--- config.mk ---
export PLATFORM = sky130hd
export DESIGN_NAME = integration_file_unit
export DESIGN_NICKNAME = d
export VERILOG_FILES = /design/src/rtl/integration_file_pkg.sv /design/src/rtl/integration_file_step.sv /design/src/rtl/integration_file_unit.sv
export SDC_FILE = /design/constraint.sdc
export NUM_CORES = 1
export LEC_CHECK = 0
export CORE_AREA = 2 2 123 125
export CTS_BUF_LIST = sky130_fd_sc_hd__clkbuf_8
export CTS_CLUSTER_SIZE = 40
export DETAILED_ROUTE_END_ITERATION = 8
export DIE_AREA = 0 0 125 127
export SYNTH_ARGS = -nofsm -noshare
export SYNTH_HDL_FRONTEND = slang
export SYNTH_SLANG_ARGS = --single-unit
export TNS_END_PERCENT = 20
--- constraint.sdc ---
create_clock -name csi_clk -period 3.3 [get_ports csi_clk]
set_input_delay 0.66 -clock csi_clk [delete_from_list [all_inputs] [get_ports csi_clk]]
set_output_delay 0.66 -clock csi_clk [all_outputs]
set_load 0.05 [all_outputs]
--- src/rtl/integration_file_pkg.sv ---
// Shared constants and arithmetic helpers for the trapezoidal integrator.
// Helpers operate on a MAX_W-bit word; callers zero-extend N-bit operands (N <= MAX_W).
package integration_file_pkg;

  localparam int unsigned DEFAULT_N = 32;
  localparam int unsigned MAX_W     = 64;

  typedef logic [MAX_W-1:0] word_t;

  // floor((a+b)/2) computed without needing a carry bit beyond the operand width
  function automatic word_t trap_step(input word_t a, input word_t b);
    return (a >> 1) + (b >> 1) + {{(MAX_W-1){1'b0}}, a[0] & b[0]};
  endfunction

  // Saturating add clamped to the all-ones value of a 'width'-bit word
  function automatic word_t sat_add(input word_t acc, input word_t step,
                                    input int unsigned width);
    logic [MAX_W:0] sum;
    word_t          lim;
    sum = {1'b0, acc} + {1'b0, step};
    if (width >= MAX_W) lim = '1;
    else                lim = (word_t'(1) << width) - word_t'(1);
    if (sum > {1'b0, lim}) return lim;
    else                   return sum[MAX_W-1:0];
  endfunction

endpackage

--- src/rtl/integration_file_step.sv ---
// Stage 1 of the integrator: input sample registers and the trapezoid step.
module integration_file_step
  import integration_file_pkg::*;
#(
  parameter int unsigned N = DEFAULT_N
) (
  input  logic         csi_clk,
  input  logic         rsi_srst,
  input  logic [N-1:0] a_i,
  input  logic [N-1:0] b_i,
  output logic [N-1:0] step_o
);

  logic [N-1:0] a_q, b_q;
  word_t        a_ext, b_ext, step_w;

  always_ff @(posedge csi_clk or negedge rsi_srst) begin
    if (!rsi_srst) begin
      a_q <= '0;
      b_q <= '0;
    end else begin
      a_q <= a_i;
      b_q <= b_i;
    end
  end

  always_comb begin
    a_ext          = '0;
    b_ext          = '0;
    a_ext[N-1:0]   = a_q;
    b_ext[N-1:0]   = b_q;
    step_w         = trap_step(a_ext, b_ext);
  end

  assign step_o = step_w[N-1:0];

  // Upper bits of the wide helper result are always zero for N-bit operands
  if (N < MAX_W) begin : g_sink
    logic unused_hi;
    assign unused_hi = ^step_w[MAX_W-1:N];
  end

endmodule

--- src/rtl/integration_file_unit.sv ---
// Two-stage discrete trapezoidal integrator; accumulator and registered output.
// Optional build macro INTEGRATION_FILE_SATURATE_EN clamps the accumulator at all-ones.
module integration_file_unit
  import integration_file_pkg::*;
#(
  parameter int unsigned N = DEFAULT_N
) (
  input  logic         csi_clk,
  input  logic         rsi_srst,
  input  logic [N-1:0] coe_A,
  input  logic [N-1:0] coe_B,
  output logic [N-1:0] coe_R
);

  logic [N-1:0] step;
  logic [N-1:0] acc_q, acc_d;

  integration_file_step #(.N(N)) u_step (
    .csi_clk  (csi_clk),
    .rsi_srst (rsi_srst),
    .a_i      (coe_A),
    .b_i      (coe_B),
    .step_o   (step)
  );

`ifdef INTEGRATION_FILE_SATURATE_EN
  word_t acc_ext, step_ext, sat_w;

  always_comb begin
    acc_ext         = '0;
    step_ext        = '0;
    acc_ext[N-1:0]  = acc_q;
    step_ext[N-1:0] = step;
    sat_w           = sat_add(acc_ext, step_ext, N);
    acc_d           = sat_w[N-1:0];
  end

  if (N < MAX_W) begin : g_sat_sink
    logic unused_sat_hi;
    assign unused_sat_hi = ^sat_w[MAX_W-1:N];
  end
`else
  always_comb begin
    acc_d = acc_q + step;
  end
`endif

  always_ff @(posedge csi_clk or negedge rsi_srst) begin
    if (!rsi_srst) acc_q <= '0;
    else           acc_q <= acc_d;
  end

  assign coe_R = acc_q;

endmodule

==> impl_metrics.json, run 1 <==
{
  "vias_per_cell": 4.88,
  "status": "finished, final reports clean",
  "grt_pass1_wl_um": 17500,
  "dpl_worst_slack_ns": 0.200,
  "synthTopCellsByArea": "dfrtp_1 (49%), fa_1 (13%), ha_1 (8.0%)",
  "netlist_area_sq_mm": 0.00485,
  "yosys_warnings": 0,
  "hold_path.class": "primary input to asynchronous set/reset pin",
  "critPathTopFamily": "compound AO/OA/AOI/OAI gates",
  "grt_max_degree": 51,
  "drive_gt1_share_pct": 6.72,
  "synth_cells": 385,
  "postCtsHoldBufs": 0,
  "synth_flop_cell": "dfrtp_1",
  "cts_tree": "built",
  "start_util_pct": 33.7,
  "nNetsFinal": 615,
  "dr.pass1.iters": 4,
  "dieArea_sq_mm": 0.0159,
  "path_clk_slew_ns": 0.10,
  "multi_input_area_sq_mm": 0.00238,
  "worstSkewPairLatency_ns": 0.38,
  "slew-limit-headroom_pct": 59.9,
  "reg2reg_slack_ns": 0.20,
  "core_sq_mm": 0.0144,
  "num_rows": 44,
  "dieHeight_um": 127,
  "critPathBufInv": 2,
  "wl_per_cell_um": 15.3,
  "crit_slowest_cell": "fa_1",
  "gr-usage-all-layers_pct": 13.8,
  "max_stage_delay_ns": 0.52,
  "fillers": 1375,
  "r2r_cells": 12,
  "gp_congestion": 0.800,
  "regArea_sq_mm": 0.00240,
  "timing.final.crit_share_pct": 93.9,
  "crit_chain": "inv_1, fa_1, inv_1, ha_1, fa_1, a21oi_1, o211ai_1, nand2_1, a21oi_2, a211o_1, a311oi_1, a211oi_1",
  "cts_num_sinks": 96,
  "wirelength_um": 10400,
  "rsz0062_at_grt": "no",
  "root_buffer": "clkbuf_8",
  "die_w_um": 125,
  "antenna_left": 0,
  "drv_slew": 0,
  "synth_top_area_cell": "dfrtp_1",
  "drc_errors": 0,
  "cap_violations": 0,
  "arrival_ns": 3.35,
  "hpwl_um": 8040,
  "grt-ovfl-total": 0,
  "cp-end-kind": "flip-flop",
  "portBuffers": 97,
  "hold_violations": 0,
  "finClkSkew_ns": 0.0188,
  "cts_buffer_depth": 2,
  "cts-resized-gates": 0,
  "startpoint_type": "flip-flop",
  "tightest_slew_ns": 0.601,
  "areaGrowthSynthToFinish_pct": 28.3,
  "reg2reg_from": "coe_R[0]$_DFF_PN0_",
  "setup_slack_ns": 0.202,
  "yosys.area.top_type_share_pct": 49.5,
  "numCtsBuffers": 9,
  "cp.required_ns": 3.56,
  "grt_pass1_vias": 3571,
  "synth-edff-count": 0,
  "crit_type": "flip-flop to flip-flop",
  "layout_min_cycle_time_ns": 3.10,
  "mostFrequentLayoutCells": "dfrtp_1 (96), clkdlybuf4s50_1 (96), fa_1 (32)",
  "avgSynthCellArea_sq_um": 12.6,
  "setup-violations-final": 0,
  "ys_types": 50,
  "synth_seq_cells": 96,
  "seq_area_frac_synth_pct": 49.5,
  "crit_fanout": 5,
  "syn-num-nets": 514,
  "antenna_found_initial": 0,
  "num_antenna_cells": 0,
  "r2r-end": "coe_R[30]$_DFF_PN0_",
  "maxClockFrequency_mhz": 323,
  "tns_ns": 0,
  "post_cts_buffers": 0,
  "drtIter0Drc": 138,
  "htree_num_levels": 3,
  "synthArstFlopShare_pct": 100,
  "vias": 3296,
  "boundaryPins": 98
}
## layer usage
layer  track usage (%)  vias up  share of wire, %
li1                  -     1569                 -
met1              17.5     1621                44
met2              22.5       90                49
met3              4.65       16               5.3
met4              4.64        0               1.7
met5                 0        -                 0
## synth_stat cells (all sizes together), types with 3 or more instances
| cell | count |
|---|---|
| dfrtp | 96 |
| inv | 9 |
| fa | 32 |
| o21a | 3 |
| nand3 | 5 |
| a311oi | 4 |
| nand2 | 24 |
| ha | 31 |
| a211o | 6 |
| o211ai | 5 |
| xnor2 | 15 |
| o21ai | 18 |
| nor2 | 21 |
| a21o | 12 |
| nor4 | 3 |
| and3 | 6 |
| nand4 | 7 |
| xor2 | 13 |
| nor3 | 4 |
| a211oi | 7 |
| nor2b | 6 |
| a21oi | 29 |
| buf | 8 |
| o21bai | 3 |
## sequential cells by signal, summed over array words and instances, names as in the netlist
signal,flops
u_step.a_q,32
coe_R,32
u_step.b_q,32
## cells by family (layout without fill, tap and decap cells)
logic type | count (synthesis) | count (layout) | synth area share, %
XOR/XNOR | 28 | 28 | 5.05
adder cells (fa/ha/maj) | 63 | 63 | 21.2
AO/OA/AOI/OAI | 100 | 100 | 14.4
buffers and inverters | 17 | 123 | 1.52
flip-flops | 96 | 96 | 49.5
AND/OR/NAND/NOR | 81 | 81 | 8.32
## metrics by stage
stage               instances  hold slack, ns  cell area [sq um]  utilization, %
floorplan                 385           0.364               4850               -
detailed placement        659           0.507               6030            41.8
global route              675           0.299               6230            43.2
finish                    675           0.279               6230            43.2
CTS                       675           0.271               6230            43.2
global placement          659           0.498               6030            41.8
## area by class of cell
class / count / area share, %
sequential: 96 / 38.6
clock inverter: 7 / 1.16
timing repair buffer: 98 / 15.9
clock buffer: 9 / 1.99
tap: 184 / 3.70
inverter: 9 / 0.542
multi-input combinational: 272 / 38.2
## worst max-delay path by stage
stage                             from             endpoint  slack [ns]  cells past startpoint
finish              coe_R[0]$_DFF_PN0_  coe_R[30]$_DFF_PN0_        0.20                     12
global route        coe_R[0]$_DFF_PN0_  coe_R[30]$_DFF_PN0_        0.02                     12
CTS                 coe_R[0]$_DFF_PN0_  coe_R[30]$_DFF_PN0_        0.18                     12
detailed placement  coe_R[0]$_DFF_PN0_  coe_R[30]$_DFF_PN0_        0.20                     12
global placement    coe_R[0]$_DFF_PN0_  coe_R[26]$_DFF_PN0_        0.29                     12
floorplan           coe_R[0]$_DFF_PN0_  coe_R[26]$_DFF_PN0_        0.12                     12
Power of run 1 is left out: the tool's default activity adds up to more than one toggle a clock period on the data nets, which glitch-free logic cannot reach.
==> inputs of run 2 (changes only) <==
==> constraint.sdc (replaced) <==
create_clock -name csi_clk -period 3.3 [get_ports csi_clk]
set_input_delay 0.99 -clock csi_clk [delete_from_list [all_inputs] [get_ports csi_clk]]
set_output_delay 0.99 -clock csi_clk [all_outputs]
set_load 0.05 [all_outputs]
==> results of run 2 <==
Same layout as run 1 (identical final DEF). Status: finished, final reports clean.
Main changes from that run: clock-pin slew on the worst setup and hold paths 0.10 ns -> 0.09 ns; hold slack 0.279 ns -> 0.517 ns
Power of run 2 is left out for the same reason.
==> inputs of run 3 (changes only) <==
--- a/config.mk
+++ b/config.mk
@@ -6,7 +6,7 @@
 export NUM_CORES = 1
 export LEC_CHECK = 0
 export CORE_AREA = 2 2 123 125
-export CTS_BUF_LIST = sky130_fd_sc_hd__clkbuf_8
+export CTS_BUF_LIST = sky130_fd_sc_hd__clkbuf_4
 export CTS_CLUSTER_SIZE = 40
 export DETAILED_ROUTE_END_ITERATION = 8
 export DIE_AREA = 0 0 125 127
==> impl_metrics.json, run 3 (synthesis results as in run 1) <==
{
  "status": "finished, final reports clean",
  "timing.final.crit_share_pct": 94.1,
  "cts-resized-gates": 0,
  "hold_violations": 0,
  "wl_met1_um": 4590,
  "vias": 3320,
  "drive_gt1_share_pct": 6.72,
  "gr-usage-all-layers_pct": 13.9,
  "multi_input_area_sq_mm": 0.00238,
  "htree_num_levels": 3,
  "tightest_slew_ns": 0.605,
  "root_buffer": "clkbuf_4",
  "setup_slack_ns": 0.193,
  "dpl_worst_slack_ns": 0.200,
  "cap_violations": 0,
  "drtIter0Drc": 106,
  "dieArea_sq_mm": 0.0159,
  "reg2reg_from": "coe_R[0]$_DFF_PN0_",
  "cts_num_sinks": 96,
  "postCtsHoldBufs": 0,
  "areaGrowthSynthToFinish_pct": 27.2,
  "crit_fanout": 5,
  "hpwl_um": 8040,
  "crit_slowest_cell": "fa_1",
  "grt-ovfl-total": 0,
  "cp.required_ns": 3.68,
  "worstSkewPairLatency_ns": 0.49,
  "startpoint": "coe_R[0]$_DFF_PN0_",
  "layout_min_cycle_time_ns": 3.11,
  "grt_pass1_wl_um": 17500,
  "dieHeight_um": 127,
  "drc_errors": 0,
  "mostFrequentLayoutCells": "dfrtp_1 (96), clkdlybuf4s50_1 (96), fa_1 (32)",
  "antenna_found_initial": 1,
  "vias_per_cell": 4.91,
  "tns_ns": 0,
  "wl_met2_um": 5080,
  "portBuffers": 97,
  "finClkSkew_ns": 0.0320,
  "hold_path.class": "primary input to asynchronous set/reset pin",
  "grt_pass1_vias": 3587,
  "gp_congestion": 0.800,
  "wirelength_um": 10400,
  "numCtsBuffers": 9,
  "rsz0062_at_grt": "no",
  "dr.pass1.iters": 4,
  "maxClockFrequency_mhz": 322,
  "die_w_um": 125,
  "placed_cell_area_sq_mm": 0.00603,
  "arrival_ns": 3.48,
  "core_sq_mm": 0.0144,
  "max_stage_delay_ns": 0.52,
  "crit_type": "flip-flop to flip-flop",
  "grt_max_degree": 51,
  "startpoint_type": "flip-flop",
  "cp-end-kind": "flip-flop",
  "start_util_pct": 33.7,
  "post_cts_buffers": 0,
  "slew-limit-headroom_pct": 59.7,
  "wl_per_cell_um": 15.4,
  "met3_length_um": 551,
  "boundaryPins": 98,
  "fillers": 1385,
  "path_clk_slew_ns": 0.16,
  "regArea_sq_mm": 0.00240,
  "cts_tree": "built",
  "nNetsFinal": 615,
  "routed.top_layer": "met4",
  "antenna_left": 0,
  "drv_slew": 0,
  "setup-violations-final": 0,
  "num_rows": 44,
  "design_area_sq_mm": 0.00618,
  "cts_buffer_depth": 2,
  "crit_chain": "inv_1, fa_1, inv_1, ha_1, fa_1, a21oi_1, o211ai_1, nand2_1, a21oi_2, a211o_1, a311oi_1, a211oi_1"
}
run 3: cell count changes in the layout (fill, tap and decap cells not counted), sizes merged:
cell,change
diode,+1
run 3: path summary, 6_finish.rpt:
| check | to | slack [ns] | depth (start not counted) |
|---|---|---|---|
| max in group asynchronous | coe_R[23]$_DFF_PN0_ | 2.12 | 2 |
| max | coe_R[30]$_DFF_PN0_ | 0.19 | 12 |
| max reg2reg | coe_R[30]$_DFF_PN0_ | 0.19 | 12 |
| min reg2reg | coe_R[0]$_DFF_PN0_ | 0.53 | 1 |
| min | coe_R[8]$_DFF_PN0_ | 0.49 | 1 |
| min in group csi_clk | coe_R[0]$_DFF_PN0_ | 0.53 | 1 |
run 3: critical path: cells and delay by family, from the launching register on:
| kind | cells | cell delay [ns] |
|---|---|---|
| flops | 1 | 0.37 |
| fa+ha+maj | 3 | 1.12 |
| buf+inv | 2 | 0.10 |
| compound gates | 6 | 1.24 |
| simple gates | 1 | 0.17 |
run 3: cell type report:
type / instances / share of cell area, %
flip-flops and latches: 96 / 38.9
multi-input cells: 272 / 38.5
repair buffers: 98 / 16.0
well taps: 184 / 3.73
clock inverters: 7 / 1.18
clock buffers: 9 / 1.09
inverters: 9 / 0.547
diodes: 1 / 0.0405
run 3: stage by stage:
| stage | hold WS [ns] | std cells | util [%] |
|---|---|---|---|
| after detailed placement | 0.507 | 659 | 41.8 |
| final | 0.485 | 676 | 42.8 |
| after CTS | 0.458 | 675 | 42.8 |
| after global placement | 0.498 | 659 | 41.8 |
| after floorplan | 0.456 | 385 | - |
| after global routing | 0.482 | 676 | 42.8 |
run 3: metal layers:
metal / GRT usage [%] / up-vias
met2: 22.4 / 92
met1: 17.7 / 1640
li1: - / 1571
met5: 0 / -
met3: 4.52 / 17
met4: 4.84 / 0
Power of run 3 is left out for the same reason.
